==> src/rtl/nsa_pkg.sv <==
// rtl/nsa_pkg.sv - shared FSM encoding and nibble width for the nibble-serial adder
package nsa_pkg;

  localparam int NIB = 4;

  typedef enum logic [1:0] {
    IDLE = 2'd0,
    RUN  = 2'd1,
    DONE = 2'd2
  } nsa_state_e;

endpackage

==> src/rtl/carry_select.sv <==
// rtl/carry_select.sv - 4-bit carry-select adder: 2-bit ripple low half, precomputed high half
module carry_select (
  input  logic [3:0] a,
  input  logic [3:0] b,
  input  logic       cin,
  output logic [3:0] sum,
  output logic       cout
);

  logic [2:0] lo;
  logic [2:0] hi0;
  logic [2:0] hi1;

  always_comb begin
    lo  = {1'b0, a[1:0]} + {1'b0, b[1:0]} + {2'b00, cin};
    // Both high-half results exist before the low carry arrives; the carry only selects.
    hi0 = {1'b0, a[3:2]} + {1'b0, b[3:2]};
    hi1 = {1'b0, a[3:2]} + {1'b0, b[3:2]} + 3'd1;
    sum = lo[2] ? {hi1[1:0], lo[1:0]} : {hi0[1:0], lo[1:0]};
    cout = lo[2] ? hi1[2] : hi0[2];
  end

endmodule

==> src/rtl/nibble_serial_adder.sv <==
// rtl/nibble_serial_adder.sv - WIDTH-bit adder processing one nibble per cycle through one carry-select slice
module nibble_serial_adder
  import nsa_pkg::*;
#(
  parameter int WIDTH = 16
) (
  input  logic             clk,
  input  logic             rst,
  input  logic [WIDTH-1:0] a,
  input  logic [WIDTH-1:0] b,
  input  logic             cin,
  input  logic             in_valid,
  output logic             in_ready,
  output logic [WIDTH-1:0] sum,
  output logic             cout,
  output logic             out_valid,
  input  logic             out_ready
);

  localparam int NNIB = WIDTH / NIB;
  localparam int CW   = (NNIB > 1) ? $clog2(NNIB) : 1;
  localparam logic [CW-1:0] LAST = CW'(NNIB - 1);

  nsa_state_e       state_q, state_d;
  logic [WIDTH-1:0] a_q, a_d;
  logic [WIDTH-1:0] b_q, b_d;
  logic [WIDTH-1:0] sum_q, sum_d;
  logic             carry_q, carry_d;
  logic             cout_q, cout_d;
  logic [CW-1:0]    cnt_q, cnt_d;

  logic [NIB-1:0]       nib_sum;
  logic                 nib_cout;
  logic [WIDTH+NIB-1:0] shifted;

  // Operand registers shift down each RUN cycle, so the current nibble is always at the bottom.
  carry_select u_cs (
    .a    (a_q[NIB-1:0]),
    .b    (b_q[NIB-1:0]),
    .cin  (carry_q),
    .sum  (nib_sum),
    .cout (nib_cout)
  );

  always_comb begin
    state_d = state_q;
    a_d     = a_q;
    b_d     = b_q;
    sum_d   = sum_q;
    carry_d = carry_q;
    cout_d  = cout_q;
    cnt_d   = cnt_q;
    shifted = {nib_sum, sum_q};

    case (state_q)
      IDLE: begin
        if (in_valid) begin
          a_d     = a;
          b_d     = b;
          carry_d = cin;
          cnt_d   = '0;
          state_d = RUN;
        end
      end
      RUN: begin
        a_d     = a_q >> NIB;
        b_d     = b_q >> NIB;
        sum_d   = shifted[WIDTH+NIB-1:NIB];
        carry_d = nib_cout;
        cnt_d   = cnt_q + 1'b1;
        // cout is published only with the final nibble so it never shows a partial carry.
        if (cnt_q == LAST) begin
          cout_d  = nib_cout;
          state_d = DONE;
        end
      end
      DONE: begin
        if (out_ready) begin
          state_d = IDLE;
        end
      end
      default: state_d = IDLE;
    endcase
  end

  always_ff @(posedge clk or posedge rst) begin
    if (rst) begin
      state_q <= IDLE;
      a_q     <= '0;
      b_q     <= '0;
      sum_q   <= '0;
      carry_q <= 1'b0;
      cout_q  <= 1'b0;
      cnt_q   <= '0;
    end else begin
      state_q <= state_d;
      a_q     <= a_d;
      b_q     <= b_d;
      sum_q   <= sum_d;
      carry_q <= carry_d;
      cout_q  <= cout_d;
      cnt_q   <= cnt_d;
    end
  end

  assign in_ready  = (state_q == IDLE);
  assign out_valid = (state_q == DONE);
  assign sum       = sum_q;
  assign cout      = cout_q;

endmodule

==> config.mk <==
export PLATFORM = sky130hd
export DESIGN_NAME = nibble_serial_adder
export DESIGN_NICKNAME = d
export VERILOG_FILES = /design/src/rtl/nsa_pkg.sv /design/src/rtl/carry_select.sv /design/src/rtl/nibble_serial_adder.sv
export SDC_FILE = /design/constraint.sdc
export NUM_CORES = 1
export LEC_CHECK = 0
export CORE_MARGIN = 10
export CORE_UTILIZATION = 47
export CTS_BUF_LIST = sky130_fd_sc_hd__clkbuf_4 sky130_fd_sc_hd__clkbuf_8
export DETAILED_ROUTE_END_ITERATION = 10
export PLACE_DENSITY = 0.78
export SETUP_SLACK_MARGIN = 0.3
export SLEW_MARGIN = 20
export SYNTH_ARGS = -nofsm -noshare
export SYNTH_HDL_FRONTEND = slang
export SYNTH_SLANG_ARGS = --single-unit
==> constraint.sdc <==
create_clock -name clk -period 1.8 [get_ports clk]
set_clock_uncertainty 0.2 [all_clocks]
set_input_delay 0.18 -clock clk [delete_from_list [all_inputs] [get_ports clk]]
set_output_delay 0.18 -clock clk [all_outputs]
set_load 0.005 [all_outputs]
==> parameters.txt <==
Parameter                              Value

Synthesis
  Share of cell area taken by muxes after synthesis ... 0.413%
  Distinct cell type count of the synthesized netlist ... 26
  Synth Warn # ... 0
  Post-synthesis area per instance ... 10.0 µm²
  Area share of xor/xnor cells in the synthesized design ... 0.722%
  Synthesized netlist cell count ... 242
  Number of synthesized register bits ... 54
  Post-Synthesis Cell Area ... 2420 µm²
  Adder and majority cell fraction of the synthesized area ... 4.02%
  Largest family of logic cells by synthesized area ... compound AO/OA/AOI/OAI gates
  Net count of the mapped netlist ... 285
  Sequential area share after synthesis ... 55.7%
  Compound-Gate Fraction of Synth Area ... 18.0%
  Synthesized-area fraction occupied by and/or/nand/nor cells ... 15.9%

Die
  Starting density of the core ... 48.1%
  Die area ... 8430 µm²
  # rows ... 26
  I/O Pins ... 56
  Area of the core ... 5040 µm²
  Die extent in x ... 91.8 µm
  Die height ... 91.8 µm

Clock network
  Clock Latency Late Sink ... 0.31 ns
  Clk root buf ... sky130_fd_sc_hd__clkbuf_8
  Clock net sink count ... 54
  CTS hold repair buffers ... 0
  TritonCTS clock tree ... yes
  CTS buffer count ... 5
  CTS clk-pin slew, worst paths ... 0.09 ns
  Clock Tree Buf Depth ... 2
  H-tree Lvls ... 2

Worst setup path
  Largest fanout on the critical path ... 2
  Crit start category ... register
  Worst path arrival time ... 2.08 ns
  Critical path required time ... 1.82 ns
  Kind of end point of the critical path ... register
  CP Class ... register to register

Placement
  Last weighted congestion value of the routability-driven placer ... 0.799
  Number of buffer cells added on primary ports ... 55
  Post-Place Cell Area ... 3150 µm²
  HPWL after detailed placement ... 4.28 mm
  Setup slack at placement ... -0.203 ns

Global route
  Combined global-route utilization of all metal layers ... 15.2%
  Antenna violations before repair ... 0
  Number of global-route vias before repair ... 2222
  Global-route wire length before repair ... 10.6 mm
  Largest net degree at the start of global routing ... 25
  Remaining global-route overflow ... 0

Cells and area
  Proportion of layout cells with a drive suffix above 1 ... 28.8%
  Most frequent cells in the layout ... sky130_fd_sc_hd__nand2_1 (64), sky130_fd_sc_hd__dfrtp_1 (54), sky130_fd_sc_hd__clkdlybuf4s50_1 (37), sky130_fd_sc_hd__o21ai_1 (28), sky130_fd_sc_hd__buf_4 (25)
  Number of fillers in the final layout ... 356
  Final Cell Area ... 3660 µm²
  Area used by multi-input combinational logic ... 1130 µm²
  Area Overhead vs Synth ... 50.9%
  Count of antenna diodes in the layout ... 0
  Layout net count ... 372
  Most common cell after layout, fill and taps aside ... sky130_fd_sc_hd__nand2_1
  Total area of sequential cells ... 1350 µm²

Detailed routing
  Number of remaining DRC errors ... 0
  Final WL ... 6.76 mm
  Via density per instance ... 5.29
  Remaining antenna violation count ... 0
  Final routed wire length divided by cell count ... 16.9 µm
  Vias ... 2117
  First-pass iteration count of the detailed router ... 4
  DRT iter0 DRCs ... 95

Timing
  Worst rel slew slack ... 70.4%
  Time the final worst path needs with I/O delays and setup ... 2.06 ns
  Slew at the pin closest to its max-slew limit ... 0.443 ns
  Setup repair after global routing missed its margin ... yes
  Total count of hold-check failures in the final report ... 0
  Setup total negative slack ... -0.792 ns
  Final setup viols ... 4
  Final period utilization ... 114%
  Max-slew violation count ... 0
  Final critical-path setup slack ... -0.259 ns
  FMAX ... 0.486 GHz

Pwr
  Worst IR Drop VDD ... 0.000807 V
  Leakage power ... 1.74 nW
  Total power consumption of the routed design ... 0.00612 W
  Pwr/cell area ... 1670 nW/µm²

Run
  Max-capacitance violation count ... 0

Worst hold path
  Path type of the worst min-delay path ... input pin to asynchronous set/reset pin

Outcome
  Violated checks ... negative setup slack
  Run status ... finished with violations
-- final cells by class --
type	count	area share, %
Tap cell	70	2.39
Sequential cell	54	36.9
Clock buffer	7	2.46
Multi-Input combinational cell	164	30.8
Inverter	7	0.821
Clock inverter	1	0.137
Timing Repair Buffer	97	26.4
-- worst max-delay path, stage by stage (launching register included) --
cell and delay, ns:
sky130_fd_sc_hd__dfrtp_1 0.41, sky130_fd_sc_hd__ha_2 0.20, sky130_fd_sc_hd__fa_1 0.52, sky130_fd_sc_hd__ha_1 0.17, sky130_fd_sc_hd__nand2_2 0.08, sky130_fd_sc_hd__xor2_2 0.16
sky130_fd_sc_hd__a221oi_2 0.23
-- metrics by stage --
| stage | instances | hold slack (ns) | utilization [%] |
|---|---|---|---|
| global route | 400 | 0.0179 | 72.6 |
| CTS | 395 | 0.0106 | 69.9 |
| detailed placement | 369 | 0.262 | 62.5 |
| floorplan | 242 | 0.0478 | - |
| global placement | 369 | 0.259 | 62.5 |
| finish | 400 | 0.00404 | 72.6 |
-- synthesized netlist by cell type --
cell / instances / area [µm²]
sky130_fd_sc_hd__mux2i_1: 1 / 10.0
sky130_fd_sc_hd__nand2b_1: 3 / 18.8
sky130_fd_sc_hd__ha_1: 3 / 37.5
sky130_fd_sc_hd__clkbuf_1: 4 / 15.0
sky130_fd_sc_hd__nor4_1: 1 / 6.26
sky130_fd_sc_hd__inv_1: 7 / 26.3
sky130_fd_sc_hd__a22o_1: 9 / 78.8
sky130_fd_sc_hd__xor2_1: 1 / 8.76
sky130_fd_sc_hd__and3b_1: 8 / 70.1
sky130_fd_sc_hd__dfrtp_1: 54 / 1350
sky130_fd_sc_hd__o21bai_2: 1 / 11.3
sky130_fd_sc_hd__a31oi_1: 1 / 6.26
sky130_fd_sc_hd__a221oi_2: 1 / 15.0
sky130_fd_sc_hd__nor2b_1: 3 / 18.8
sky130_fd_sc_hd__fa_1: 3 / 60.1
sky130_fd_sc_hd__xnor2_1: 1 / 8.76
sky130_fd_sc_hd__buf_2: 8 / 40.0
sky130_fd_sc_hd__nand2_1: 70 / 263
sky130_fd_sc_hd__a22oi_1: 16 / 120
sky130_fd_sc_hd__buf_4: 3 / 22.5
sky130_fd_sc_hd__a21oi_1: 10 / 50.1
sky130_fd_sc_hd__buf_6: 2 / 22.5
sky130_fd_sc_hd__o21ai_1: 29 / 145
sky130_fd_sc_hd__a2bb2oi_1: 1 / 8.76
sky130_fd_sc_hd__nor2_1: 1 / 3.75
sky130_fd_sc_hd__nor2_2: 1 / 6.26
-- timing repair --
action,in CTS,in global routing
pin swaps,31,3
buffers inserted,18,3
gates cloned,0,2
gates resized for setup,59,23
hold endpoints to repair,0,0
setup endpoints to repair,42,53
-- power breakdown --
group          switching (W)  total [W]  leakage, nW  internal, W
Combinational        0.00158    0.00332        0.996      0.00174
Clock               0.000387   0.000713       0.0517     0.000326
Sequential          0.000359    0.00208        0.692      0.00172
-- cells by family (layout without fill, tap and decap cells) --
logic type / count (synthesis) / after routing
AO/OA/AOI/OAI: 68 / 68
XOR/XNOR: 2 / 2
adder cells (fa/ha/maj): 6 / 6
buffers and inverters: 24 / 112
flip-flops: 54 / 54
multiplexers: 1 / 1
AND/OR/NAND/NOR: 87 / 87
-- per-layer routing --
layer	up-vias	part of all wire, %	track usage (%)
li1	996	-	-
met3	14	6.1	4.89
met1	1039	40	16.8
met5	-	0	0
met2	68	52	27.7
met4	0	2.5	3.47
-- flip-flops by register name, summed over array words and instances (netlist names) --
signal,flops
a_q,16
cout,1
state_q,2
b_q,16
carry_q,1
sum,16
cnt_q,2
-- path summary, 6_finish.rpt --
path                         from  endpoint  slack (ns)  depth (start not counted)
min in group clk            a[13]   a_q[13]        0.26                          2
hold / removal                rst    sum[5]       0.004                          2
setup reg to reg           a_q[2]   carry_q       -0.26                          6
hold reg to reg            sum[3]    sum[3]        0.28                          2
max in group asynchronous     rst   b_q[15]        0.99                          3
setup / recovery           a_q[2]   carry_q       -0.26                          6
No activity file was read; power rests on OpenSTA's default activity.
